--- src/rtl/mem_access_monitor.sv ---
// mem_access_monitor: classifies data-memory requests against a set of address
// windows, keeps per-region / unmapped / violation counters and latches the
// first violating access (cause, address, PC) until cleared.
module mem_access_monitor #(
  parameter int unsigned NUM_REGIONS = 3,
  parameter int unsigned ADDR_W      = 32,
  parameter int unsigned CNT_W       = 16,
  parameter logic [NUM_REGIONS*ADDR_W-1:0] REGION_BASE = {32'h0100_0000, 32'h0010_0000, 32'h0000_0000},
  parameter logic [NUM_REGIONS*ADDR_W-1:0] REGION_LEN  = {32'd16, 32'd1024, 32'd1024},
  parameter logic [NUM_REGIONS*2-1:0]      REGION_PERM = {2'b11, 2'b11, 2'b00},
  parameter bit HALT_ON_VIOL = 1'b1,
  localparam int unsigned SEL_W = $clog2(NUM_REGIONS + 1),
  localparam int unsigned IDX_W = (NUM_REGIONS > 1) ? $clog2(NUM_REGIONS) : 1
) (
  input  logic              CLK_I,
  input  logic              RST_NI,
  input  logic              REQ_I,
  input  logic              WE_I,
  input  logic [ADDR_W-1:0] ADDR_I,
  input  logic [31:0]       PC_I,
  input  logic              CLR_I,
  input  logic [SEL_W-1:0]  CNT_SEL_I,
  output logic [CNT_W-1:0]  CNT_O,
  output logic              VIOL_O,
  output logic              VIOL_PULSE_O,
  output logic [1:0]        VIOL_CAUSE_O,
  output logic [ADDR_W-1:0] VIOL_ADDR_O,
  output logic [31:0]       VIOL_PC_O,
  output logic [CNT_W-1:0]  VIOL_CNT_O,
  output logic              HALT_O
);

  typedef enum logic [0:0] {ARMED = 1'b0, CAPTURED = 1'b1} state_e;

  localparam logic [1:0] CAUSE_NONE  = 2'b00;
  localparam logic [1:0] CAUSE_UNMAP = 2'b01;
  localparam logic [1:0] CAUSE_RD    = 2'b10;
  localparam logic [1:0] CAUSE_WR    = 2'b11;

  // Saturating increment shared by every counter.
  function automatic logic [CNT_W-1:0] sat_inc(input logic [CNT_W-1:0] v);
    sat_inc = (&v) ? v : (v + CNT_W'(1));
  endfunction

  state_e            state_q, state_d, state_base_s;
  logic [CNT_W-1:0]  cnt_q [NUM_REGIONS];
  logic [CNT_W-1:0]  cnt_d [NUM_REGIONS];
  logic [CNT_W-1:0]  unm_cnt_q, unm_cnt_d;
  logic [CNT_W-1:0]  viol_cnt_q, viol_cnt_d;
  logic [1:0]        cause_q, cause_d;
  logic [ADDR_W-1:0] addr_q, addr_d;
  logic [31:0]       pc_q, pc_d;
  logic              pulse_q, pulse_d;
  logic              halt_q, halt_d;

  logic [NUM_REGIONS-1:0] region_hit_s;
  logic                   hit_s;
  logic [IDX_W-1:0]       hit_idx_s;
  logic [1:0]             hit_perm_s;
  logic [1:0]             req_cause_s;
  logic                   viol_s;
  logic [CNT_W-1:0]       cnt_mux_s;

  // Window compare; the upper bound is formed in ADDR_W+1 bits so a window
  // touching the top of the address space never wraps around to zero.
  for (genvar g = 0; g < NUM_REGIONS; g++) begin : g_region
    logic [ADDR_W-1:0] base_s;
    logic [ADDR_W-1:0] len_s;
    assign base_s = REGION_BASE[g*ADDR_W +: ADDR_W];
    assign len_s  = REGION_LEN[g*ADDR_W +: ADDR_W];
    assign region_hit_s[g] = (len_s != {ADDR_W{1'b0}}) &&
                             (ADDR_I >= base_s) &&
                             ({1'b0, ADDR_I} < ({1'b0, base_s} + {1'b0, len_s}));
  end

  // Priority select of the hit region: lowest index wins on overlap.
  always_comb begin
    hit_s      = 1'b0;
    hit_idx_s  = {IDX_W{1'b0}};
    hit_perm_s = 2'b00;
    for (int i = NUM_REGIONS - 1; i >= 0; i--) begin
      if (region_hit_s[i]) begin
        hit_s      = 1'b1;
        hit_idx_s  = IDX_W'(i);
        hit_perm_s = REGION_PERM[2*i +: 2];
      end else begin
        hit_s      = hit_s;
      end
    end
  end

  // Request classification into a violation cause (none when idle or legal).
  always_comb begin
    req_cause_s = CAUSE_NONE;
    if (!REQ_I) begin
      req_cause_s = CAUSE_NONE;
    end else if (!hit_s) begin
      req_cause_s = CAUSE_UNMAP;
    end else if (!hit_perm_s[WE_I]) begin
      req_cause_s = WE_I ? CAUSE_WR : CAUSE_RD;
    end else begin
      req_cause_s = CAUSE_NONE;
    end
    viol_s = (req_cause_s != CAUSE_NONE);
  end

  // Next state: optional clear first, then account for the current request.
  always_comb begin
    state_d    = state_q;
    cnt_d      = cnt_q;
    unm_cnt_d  = unm_cnt_q;
    viol_cnt_d = viol_cnt_q;
    cause_d    = cause_q;
    addr_d     = addr_q;
    pc_d       = pc_q;
    pulse_d    = 1'b0;

    if (CLR_I) begin
      for (int i = 0; i < NUM_REGIONS; i++) begin
        cnt_d[i] = {CNT_W{1'b0}};
      end
      unm_cnt_d  = {CNT_W{1'b0}};
      viol_cnt_d = {CNT_W{1'b0}};
      cause_d    = CAUSE_NONE;
      addr_d     = {ADDR_W{1'b0}};
      pc_d       = 32'h0000_0000;
    end else begin
      pulse_d    = 1'b0;
    end
    state_base_s = CLR_I ? ARMED : state_q;
    state_d      = state_base_s;

    if (REQ_I) begin
      if (hit_s) begin
        cnt_d[hit_idx_s] = sat_inc(cnt_d[hit_idx_s]);
      end else begin
        unm_cnt_d = sat_inc(unm_cnt_d);
      end
      if (viol_s) begin
        viol_cnt_d = sat_inc(viol_cnt_d);
        pulse_d    = 1'b1;
      end else begin
        pulse_d    = 1'b0;
      end
    end else begin
      pulse_d = 1'b0;
    end

    case (state_base_s)
      ARMED: begin
        if (viol_s) begin
          state_d = CAPTURED;
          cause_d = req_cause_s;
          addr_d  = ADDR_I;
          pc_d    = PC_I;
        end else begin
          state_d = ARMED;
        end
      end
      CAPTURED: state_d = CAPTURED;
      default:  state_d = ARMED;
    endcase

    halt_d = HALT_ON_VIOL ? (state_d == CAPTURED) : 1'b0;
  end

  // State, counter and capture registers.
  always_ff @(posedge CLK_I or negedge RST_NI) begin
    if (!RST_NI) begin
      state_q <= ARMED;
      for (int i = 0; i < NUM_REGIONS; i++) begin
        cnt_q[i] <= {CNT_W{1'b0}};
      end
      unm_cnt_q  <= {CNT_W{1'b0}};
      viol_cnt_q <= {CNT_W{1'b0}};
      cause_q    <= CAUSE_NONE;
      addr_q     <= {ADDR_W{1'b0}};
      pc_q       <= 32'h0000_0000;
      pulse_q    <= 1'b0;
      halt_q     <= 1'b0;
    end else begin
      state_q    <= state_d;
      cnt_q      <= cnt_d;
      unm_cnt_q  <= unm_cnt_d;
      viol_cnt_q <= viol_cnt_d;
      cause_q    <= cause_d;
      addr_q     <= addr_d;
      pc_q       <= pc_d;
      pulse_q    <= pulse_d;
      halt_q     <= halt_d;
    end
  end

  // Counter read mux; select values beyond the unmapped slot read as zero.
  always_comb begin
    cnt_mux_s = {CNT_W{1'b0}};
    for (int i = 0; i < NUM_REGIONS; i++) begin
      cnt_mux_s = (CNT_SEL_I == SEL_W'(i)) ? cnt_q[i] : cnt_mux_s;
    end
    cnt_mux_s = (CNT_SEL_I == SEL_W'(NUM_REGIONS)) ? unm_cnt_q : cnt_mux_s;
  end

  assign CNT_O        = cnt_mux_s;
  assign VIOL_O       = (state_q == CAPTURED);
  assign VIOL_PULSE_O = pulse_q;
  assign VIOL_CAUSE_O = cause_q;
  assign VIOL_ADDR_O  = addr_q;
  assign VIOL_PC_O    = pc_q;
  assign VIOL_CNT_O   = viol_cnt_q;
  assign HALT_O       = halt_q;

endmodule
--- config.mk ---
export PLATFORM = sky130hd
export DESIGN_NAME = mem_access_monitor
export DESIGN_NICKNAME = d
export VERILOG_FILES = /design/src/rtl/mem_access_monitor.sv
export SDC_FILE = /design/constraint.sdc
export NUM_CORES = 1
export LEC_CHECK = 0
export ABC_AREA = 1
export CORE_ASPECT_RATIO = 1.1
export CORE_MARGIN = 2
export CORE_UTILIZATION = 30
export DETAILED_ROUTE_END_ITERATION = 16
export PLACE_DENSITY = 0.61
export SYNTH_ARGS = -nofsm -noshare
export SYNTH_HDL_FRONTEND = slang
export SYNTH_SLANG_ARGS = --single-unit
--- constraint.sdc ---
create_clock -name CLK_I -period 2.15 [get_ports CLK_I]
set_clock_uncertainty 0.05 [all_clocks]
set_input_delay 0.43 -clock CLK_I [delete_from_list [all_inputs] [get_ports CLK_I]]
set_output_delay 0.43 -clock CLK_I [all_outputs]
set_load 0.1 [all_outputs]
### After elaboration in Yosys (flattened, before gate mapping)

Cells that the tools add are included.
Widths: inputs -> output; s select.

* register bits after elaboration: 148
* input port bits: 71
* output and inout bits: 101
* logic and storage cells: 86

* add/subtract/negate cells: 3
* $lt $le $gt $ge: 9
* eq/ne operators: 3
* mux-type cells: 50
* bitwise logic cells: 2
* reductions and logical operators: 9

Operators by type and width (number)
* $mux 16: 16
* $mux 32: 6
* $mux 48: 3
* $add 16x1->16 const B: 3
* $bwmux 48: 1
* $reduce_and 16->1: 3
* $bmux 16 s2: 1
* $demux 16 s2: 1
* $ge 32x1->1 const B: 1
* $ge 32x21->1 const B: 1
* $ge 32x25->1 const B: 1
* $lt 32x11->1 const B: 1
* $lt 32x21->1 const B: 1
* $lt 32x25->1 const B: 1
* $mux 2: 12
* $mux 1: 9
* $eq 2x2->1 const B: 2
* $logic_and 1x1->1: 4
* $ge 3x3->1 const B: 1
* $lt 3x1->1 const B: 1
* $not 2->3: 1
* $eq 2x1->1 const B: 1
* $logic_not 2->1: 1
* $lt 1x2->1 const B: 1
* 3 further kinds: 3

### Longest topological paths before layout

Gate-level depths: netlist of run 1.

* word-level depth: 14
* gate-level depth with buffers: 20
* depth with buffers taken out: 18

### Worst setup path before layout of run 1

Ideal clock, no wire load.

* path kind: input-to-output
* start point: in CNT_SEL_I[0]
* end point: out CNT_O[10]
* arrival: 2982 ps
* data required time: 1670 ps
* slack: -1312 ps
* stages on the path: 3
* path buffers: 1
* cells stage by stage: clkbuf_1 nand2_1 o21ai_0

* cells in the longest elaborated chain, start to end: 5

RTL lines
* from (decl): line 22 `input logic [SEL_W-1:0] CNT_SEL_I,`
* $logic_not 2->1: line 198 `cnt_mux_s = (CNT_SEL_I == SEL_W'(i)) ? cnt_q[i] : cnt_mux_s;`
* $mux 16 (3 in a row): line 198
* $mux 16 (*): line 200 `cnt_mux_s = (CNT_SEL_I == SEL_W'(NUM_REGIONS)) ? unm_cnt_q : cnt_mux_s;`
* to (decl): line 23 `output logic [CNT_W-1:0] CNT_O,`

Every way passes the cells marked *; elsewhere a longest branch is shown, timed or not.

==> flow_metrics.env, run 1 <==
export IMPL_cts_tree="yes"
export IMPL_hold_depth=3
export IMPL_r2r_setup_slack_ns=0.08
export IMPL_end_kind="register"
export IMPL_async_reset_ff_frac=1.00
export IMPL_antenna_left=0
export IMPL_total_power_mw=7.82
export IMPL_design_die_area_um2=29700
export IMPL_wire_per_inst_um=16.5
export IMPL_r2r_end="VIOL_CNT_O[13]"
export IMPL_rsz0062_at_grt="true"
export IMPL_fin_crit_sh=1.04
export IMPL_max_slew_margin_rel=0.509
export IMPL_cts_max_level=4
export IMPL_vias=9354
export IMPL_crit_path_start_kind="input port"
export IMPL_grt_pass1_vias=9397
export IMPL_max_freq_ghz=0.447
export IMPL_min_path_type="in -> reg"
export IMPL_antenna_found_initial=1
export IMPL_initialDrtViolationCount=395
export IMPL_cp_slowest_stage_delay_ns=0.27
export IMPL_dpl_cell_count=1834
export IMPL_power_density_nw_per_um2=547
export IMPL_area_growth_pct=68.3
export IMPL_dpl_worst_slack_ns=-1.01
export IMPL_syn_area_um2=8500
export IMPL_min_from="ADDR_I[29]"
export IMPL_cts_buffers_inserted=17
export IMPL_cts_root_buf="clkbuf_16"
export IMPL_synth_area_per_cell_um2=7.36
export IMPL_path_cells="buf_4 > nor2_1 > nand2_2 > nor2_4 > nand2_4 > nor2_8 > buf_12 > buf_6 > nand3_2 > nand3_2 > nand2_4 > nor2_4 > nand2_2 > nor2_4 > nand2_8 > buf_6 > nand3_2 > nand2_1 > nand2_1"
export IMPL_synth_xor_area_share=0.0289
export IMPL_cp_arrival_ns=2.55
export IMPL_cp_slowest_cell="nor2_4"
export IMPL_drc=0
export IMPL_drive_above_1_share=0.428
export IMPL_final_hold_violation_count=0
export IMPL_ys_seq_area_frac=0.436
export IMPL_post_route_min_period_ns=2.24
export IMPL_grt_pass1_wl_um=49500
export IMPL_cap_violations=0
export IMPL_grt_max_degree=63
export IMPL_core_area_um2=27900
export IMPL_yosys_area_share_adder=0.00442
export IMPL_die_h_um=181
export IMPL_viasPerCell=4.87
export IMPL_synthMuxAreaShare=0
export IMPL_yosys_top_cells_area="dfrtp_1, nand2_1, nand3_1"
export IMPL_synth_warnings=0
export IMPL_start_util=0.305
export IMPL_slew_viol_final=0
export IMPL_synth_edf_count=0
export IMPL_nets=1619
export IMPL_ys_flop_type="dfrtp_1"
export IMPL_dr_pass1_iters=5
export IMPL_yosys_area_share_simple=0.384
export IMPL_synthCells=1155
export IMPL_clk_latency_ns=0.43
export IMPL_crit_fanout=8
export IMPL_p_leak_nw=6.99
export IMPL_synth_compound_area_frac=0.0558
export IMPL_place_gp_congestion=0.972
export IMPL_critical_path_class="in -> reg"
export IMPL_r2r_start="VIOL_CNT_O[1]"
export IMPL_clock_sinks=148
export IMPL_die_w_um=164
export IMPL_setup_ws_ns=-0.0857
export IMPL_grt_use_total=0.212
export IMPL_routed_wl_um=31700
export IMPL_worst_endpoint_required_ns=2.46
export IMPL_yosysMostFrequentCell="nand2_1"
export IMPL_peakVddDrop_mv=0.576
export IMPL_synth_commonest_cells="nand2_1, nand3_1, dfrtp_1"
export IMPL_overflow=0
export IMPL_failed_checks="negative setup slack"
export IMPL_synth_top_family_by_area="simple AND/OR/NAND/NOR gates"
export IMPL_yosysTopAreaCell="dfrtp_1"
export IMPL_yosysUniqueCellTypes=40
export IMPL_dp_hpwl_um=22100
export IMPL_path_clk_slew_ns=0.07
export IMPL_io_pins=172
export IMPL_clock_path_buffers=2
export IMPL_io_buffers=171
export IMPL_outcome="complete, but fails checks"
export IMPL_setup_violations=45
export IMPL_core_rowCount=64
export IMPL_yosysTopAreaCellShare=0.436
export IMPL_synth_seq_cells=148
export IMPL_synth_nets=1229
export IMPL_worst_slew_pin_slew_ns=0.737
export IMPL_finalNonFillerCells=1922
export IMPL_r2r_cells=17
export IMPL_hold_end="VIOL_ADDR_O[29]"
[worst max path at each step]
| stage | to | slack, ns | startpoint |
|---|---|---|---|
| after floorplan | unm_cnt_q[13] | -0.35 | CLR_I |
| after global placement | unm_cnt_q[13] | -0.94 | ADDR_I[16] |
| after detailed placement | cnt_q[11] | -1.01 | ADDR_I[30] |
| after CTS | cnt_q[32] | -0.05 | ADDR_I[31] |
| after global routing | cnt_q[46] | -0.21 | ADDR_I[28] |
| final | cnt_q[29] | -0.09 | ADDR_I[12] |
[state kept, by name, indices dropped and copies added (netlist names)]
signal        count
VIOL_ADDR_O      32
unm_cnt_q        16
VIOL_PC_O        32
VIOL_CNT_O       16
VIOL_PULSE_O      1
VIOL_CAUSE_O      2
cnt_q            48
HALT_O            1
[power breakdown]
group	internal, mW	leakage [nW]	switching [mW]
clock	1.51	0.272	1.34
sequential	2.90	1.98	0.0753
combinational	0.560	4.73	1.44
total	4.97	6.99	2.86
[worst max-delay path: cells and delay by family]
kind,cells,cell delay [ns]
AND/OR/NAND/NOR,15,1.60
buffers and inverters,4,0.50
[per-layer routing]
metal / global-route usage / share of wire / wire, um
met2: 0.355 / 0.49 / 15600
met3: 0.0527 / 0.068 / 2140
met1: 0.269 / 0.42 / 13300
met4: 0.0633 / 0.022 / 690
met5: 0 / 0 / 0
[what timing repair did]
item / 4_1_cts / 5_1_grt
endpoints found under the setup margin: 162 / 136
hold endpoints to repair: 25 / 0
pin swaps: 85 / 65
buffers inserted: 37 / 10
hold buffers: 1 / 0
gates resized for setup: 257 / 108
cloned: 4 / 5
[placed cells by master (no fill, tap or decap), drive strengths merged, types with 4 or more instances in the layout]
cell type        n
inv            141
nand3          196
buf            373
a21oi           16
dfrtp          148
clkinv           8
a221oi           6
nand4           15
nand2          329
nor3            15
clkdlybuf4s50   38
clkdlybuf4s15    4
a22oi            5
clkbuf          24
o21bai           4
xor2            20
nor4             5
nor2           141
o22ai           10
o21ai           38
xnor2            8
[layout make-up]
| type | instances | area [um2] |
|---|---|---|
| well taps | 363 | 454 |
| diodes | 1 | 2.50 |
| clock inverters | 15 | 120 |
| inverters | 135 | 538 |
| repair buffers | 424 | 3930 |
| fillers | 2648 | 13600 |
| flip-flops and latches | 148 | 3710 |
| clock buffers | 17 | 425 |
| multi-input cells | 819 | 5120 |
[cells by family after synthesis]
logic type | count (synthesis)
buffers and inverters | 190
XOR/XNOR | 28
flip-flops | 148
adder cells (fa/ha/maj) | 3
AO/OA/AOI/OAI | 82
AND/OR/NAND/NOR | 704
[stage by stage]
| stage | instance area (um2) | utilization | hold slack [ns] | TNS [ns] |
|---|---|---|---|---|
| 3_3_place_gp | 12400 | 0.444 | 0.283 | -122.15 |
| 4_1_cts | 13800 | 0.494 | 0.170 | -0.616 |
| 5_1_grt | 14300 | 0.513 | 0.187 | -8.13 |
| 2_1_floorplan | 8890 | - | 0.0844 | -8.95 |
| 3_5_place_dp | 12400 | 0.444 | 0.285 | -125.39 |
| 6_report | 14300 | 0.513 | 0.185 | -1.75 |
Power figures use the tool's default switching activity.
==> inputs of run 2 (changes only) <==
- REMOVE_ABC_BUFFERS: unset -> 1
- SLEW_MARGIN: unset -> 20
==> run 2 against run 1 <==
- the run still ends with negative setup slack left
- non-clock buffer count fell by 14
- final cell count fell by 0.68%
- sequential share of layout area rose by 0.27 points
- worst hold slack got worse by 0.0026 ns
- die area did not move
- largest cell class unchanged
==> flow_metrics.env, run 2 (same netlist as run 1, synthesis figures left out) <==
export IMPL_max_slew_margin_rel=0.513
export IMPL_die_h_um=181
export IMPL_crit_path_start_kind="input port"
export IMPL_path_clk_slew_ns=0.07
export IMPL_cts_buffers_inserted=17
export IMPL_dpl_worst_slack_ns=-1.08
export IMPL_cts_root_buf="clkbuf_16"
export IMPL_power_frac_comb=0.250
export IMPL_p_leak_nw=6.93
export IMPL_core_area_um2=27900
export IMPL_mostFrequentLayoutCells="buf_4, nand2_1, nand3_1, dfrtp_1, inv_1"
export IMPL_insertedDiodeCount=0
export IMPL_r2r_cells=15
export IMPL_vias=9406
export IMPL_use_met3=0.0299
export IMPL_cts_max_level=4
export IMPL_cp_arrival_ns=2.57
export IMPL_r2r_setup_slack_ns=0.08
export IMPL_cts_tree="yes"
export IMPL_total_power_mw=7.98
export IMPL_internal_power_mw=5.12
export IMPL_post_route_min_period_ns=2.24
export IMPL_critical_path_class="in -> reg"
export IMPL_io_pins=172
export IMPL_initialDrtViolationCount=538
export IMPL_clock_sinks=148
export IMPL_final_common_cell="buf_4"
export IMPL_cap_violations=0
export IMPL_slew_viol_final=0
export IMPL_rsz0062_at_grt="true"
export IMPL_grt_use_total=0.217
export IMPL_outcome="complete, but fails checks"
export IMPL_wire_per_inst_um=16.9
export IMPL_crit_fanout=7
export IMPL_place_gp_congestion=0.939
export IMPL_final_hold_violation_count=0
export IMPL_p_clk_frac=0.377
export IMPL_r2r_start="VIOL_CNT_O[1]"
export IMPL_grt_busiest_layer="met2"
export IMPL_fin_crit_sh=1.04
export IMPL_area_growth_pct=66.4
export IMPL_startpoint="ADDR_I[29]"
export IMPL_power_density_nw_per_um2=564
export IMPL_seqPwrFrac=0.372
export IMPL_antenna_found_initial=0
export IMPL_use_met1=0.267
export IMPL_routed_wl_um=32300
export IMPL_grt_pass1_vias=9472
export IMPL_min_path_type="in -> reg"
export IMPL_hold_depth=3
export IMPL_antenna_left=0
export IMPL_drive_above_1_share=0.435
export IMPL_grt_max_degree=65
export IMPL_viasPerCell=4.93
export IMPL_core_rowCount=64
export IMPL_whs_ns=0.182
export IMPL_start_util=0.305
export IMPL_clock_path_buffers=2
export IMPL_grt_util_met2=0.378
export IMPL_hold_end="VIOL_ADDR_O[26]"
export IMPL_dp_hpwl_um=21900
export IMPL_top_register="cnt_q"
export IMPL_switching_share=0.359
export IMPL_drc=0
export IMPL_clk_latency_ns=0.44
export IMPL_dr_pass1_iters=7
export IMPL_grt_pass1_wl_um=50400
export IMPL_end_kind="register"
export IMPL_min_from="ADDR_I[26]"
export IMPL_worst_slew_pin_slew_ns=0.731
export IMPL_io_buffers=171
export IMPL_overflow=0
export IMPL_setup_ws_ns=-0.0900
export IMPL_design_die_area_um2=29700
export IMPL_largest_reg_flops=48
export IMPL_failed_checks="negative setup slack"
export IMPL_nets=1607
export IMPL_p_sw_mw=2.86
export IMPL_max_freq_ghz=0.446
export IMPL_die_w_um=164
export IMPL_worst_endpoint_required_ns=2.48
export IMPL_peakVddDrop_mv=0.436
export IMPL_setup_violations=37
export IMPL_r2r_end="VIOL_CNT_O[9]"
-- run 2: cell types whose count changed in the layout (fill, tap and decap cells not counted), sizes merged, moves of 2 or more --
cell      before  now
buf          373  366
clkinv         8    2
clkbuf        24   20
clkinvlp       1    3
-- run 2: worst max-delay path by stage --
stage | to | slack [ns] | cells past startpoint
2_1_floorplan | VIOL_ADDR_O[10] | -2.43 | 4
3_3_place_gp | cnt_q[1] | -1.03 | 17
3_5_place_dp | cnt_q[1] | -1.08 | 17
4_1_cts | unm_cnt_q[8] | 0.001 | 16
5_1_grt | cnt_q[26] | -0.18 | 17
6_report | cnt_q[1] | -0.09 | 17
-- run 2: final cells by class --
type,instances,area [um2]
tap,363,454
timing repair buffer,410,3720
clock buffer,19,443
inverter,135,542
multi-input combinational,821,5140
fill,2613,13700
sequential,148,3700
clock inverter,13,138
-- run 2: critical path, cell delays in order --
cell,delay [ns]
buf_8,0.10
nor2_4,0.18
inv_2,0.06
nor2_4,0.10
nand2_4,0.11
buf_12,0.15
nor2_4,0.22
nand3_2,0.11
nand3_2,0.11
nand2_4,0.08
nor2_4,0.13
nand2_2,0.08
nor2_4,0.18
nand2_4,0.15
o21ai_4,0.23
nand2_1,0.09
nand2_1,0.06
-- run 2: repair_timing --
action | in CTS | in global routing
pin swaps | 77 | 84
gates resized for setup | 300 | 174
setup buffers | 51 | 9
endpoints found under the setup margin | 160 | 142
cloned | 5 | 0
hold endpoints to repair | 46 | 0
hold buffers | 1 | 0
-- run 2: stage by stage --
step	setup TNS (ns)	std cells	util	instance area, um2
after floorplan	-222.70	1100	-	8230
after global placement	-124.84	1815	0.425	11800
after detailed placement	-128.35	1815	0.425	11800
after CTS	0	1903	0.483	13400
after global routing	-6.63	1909	0.507	14100
final	-2.13	1909	0.507	14100
-- run 2: power groups by stage --
stage	Sequential, mW	Combinational [mW]	Clock, mW
6_report	2.97	2.00	3.01
5_1_grt	2.98	2.08	3.19
4_1_cts	2.97	1.94	3.07
3_5_place_dp	3.02	1.84	0
3_3_place_gp	3.01	1.84	0
2_1_floorplan	3.85	0.292	0
-- run 2: routing by layer --
layer  vias up  share of wire
met4         0          0.039
met1      4565           0.40
met2       289           0.52
li1       4463              -
met5         -              0
met3        89          0.041
==> inputs of run 3 (changes only) <==
- CTS_CLUSTER_SIZE: unset -> 10
==> results of run 3 <==
Same layout as run 2: the final DEF is identical, and so are final timing and power.
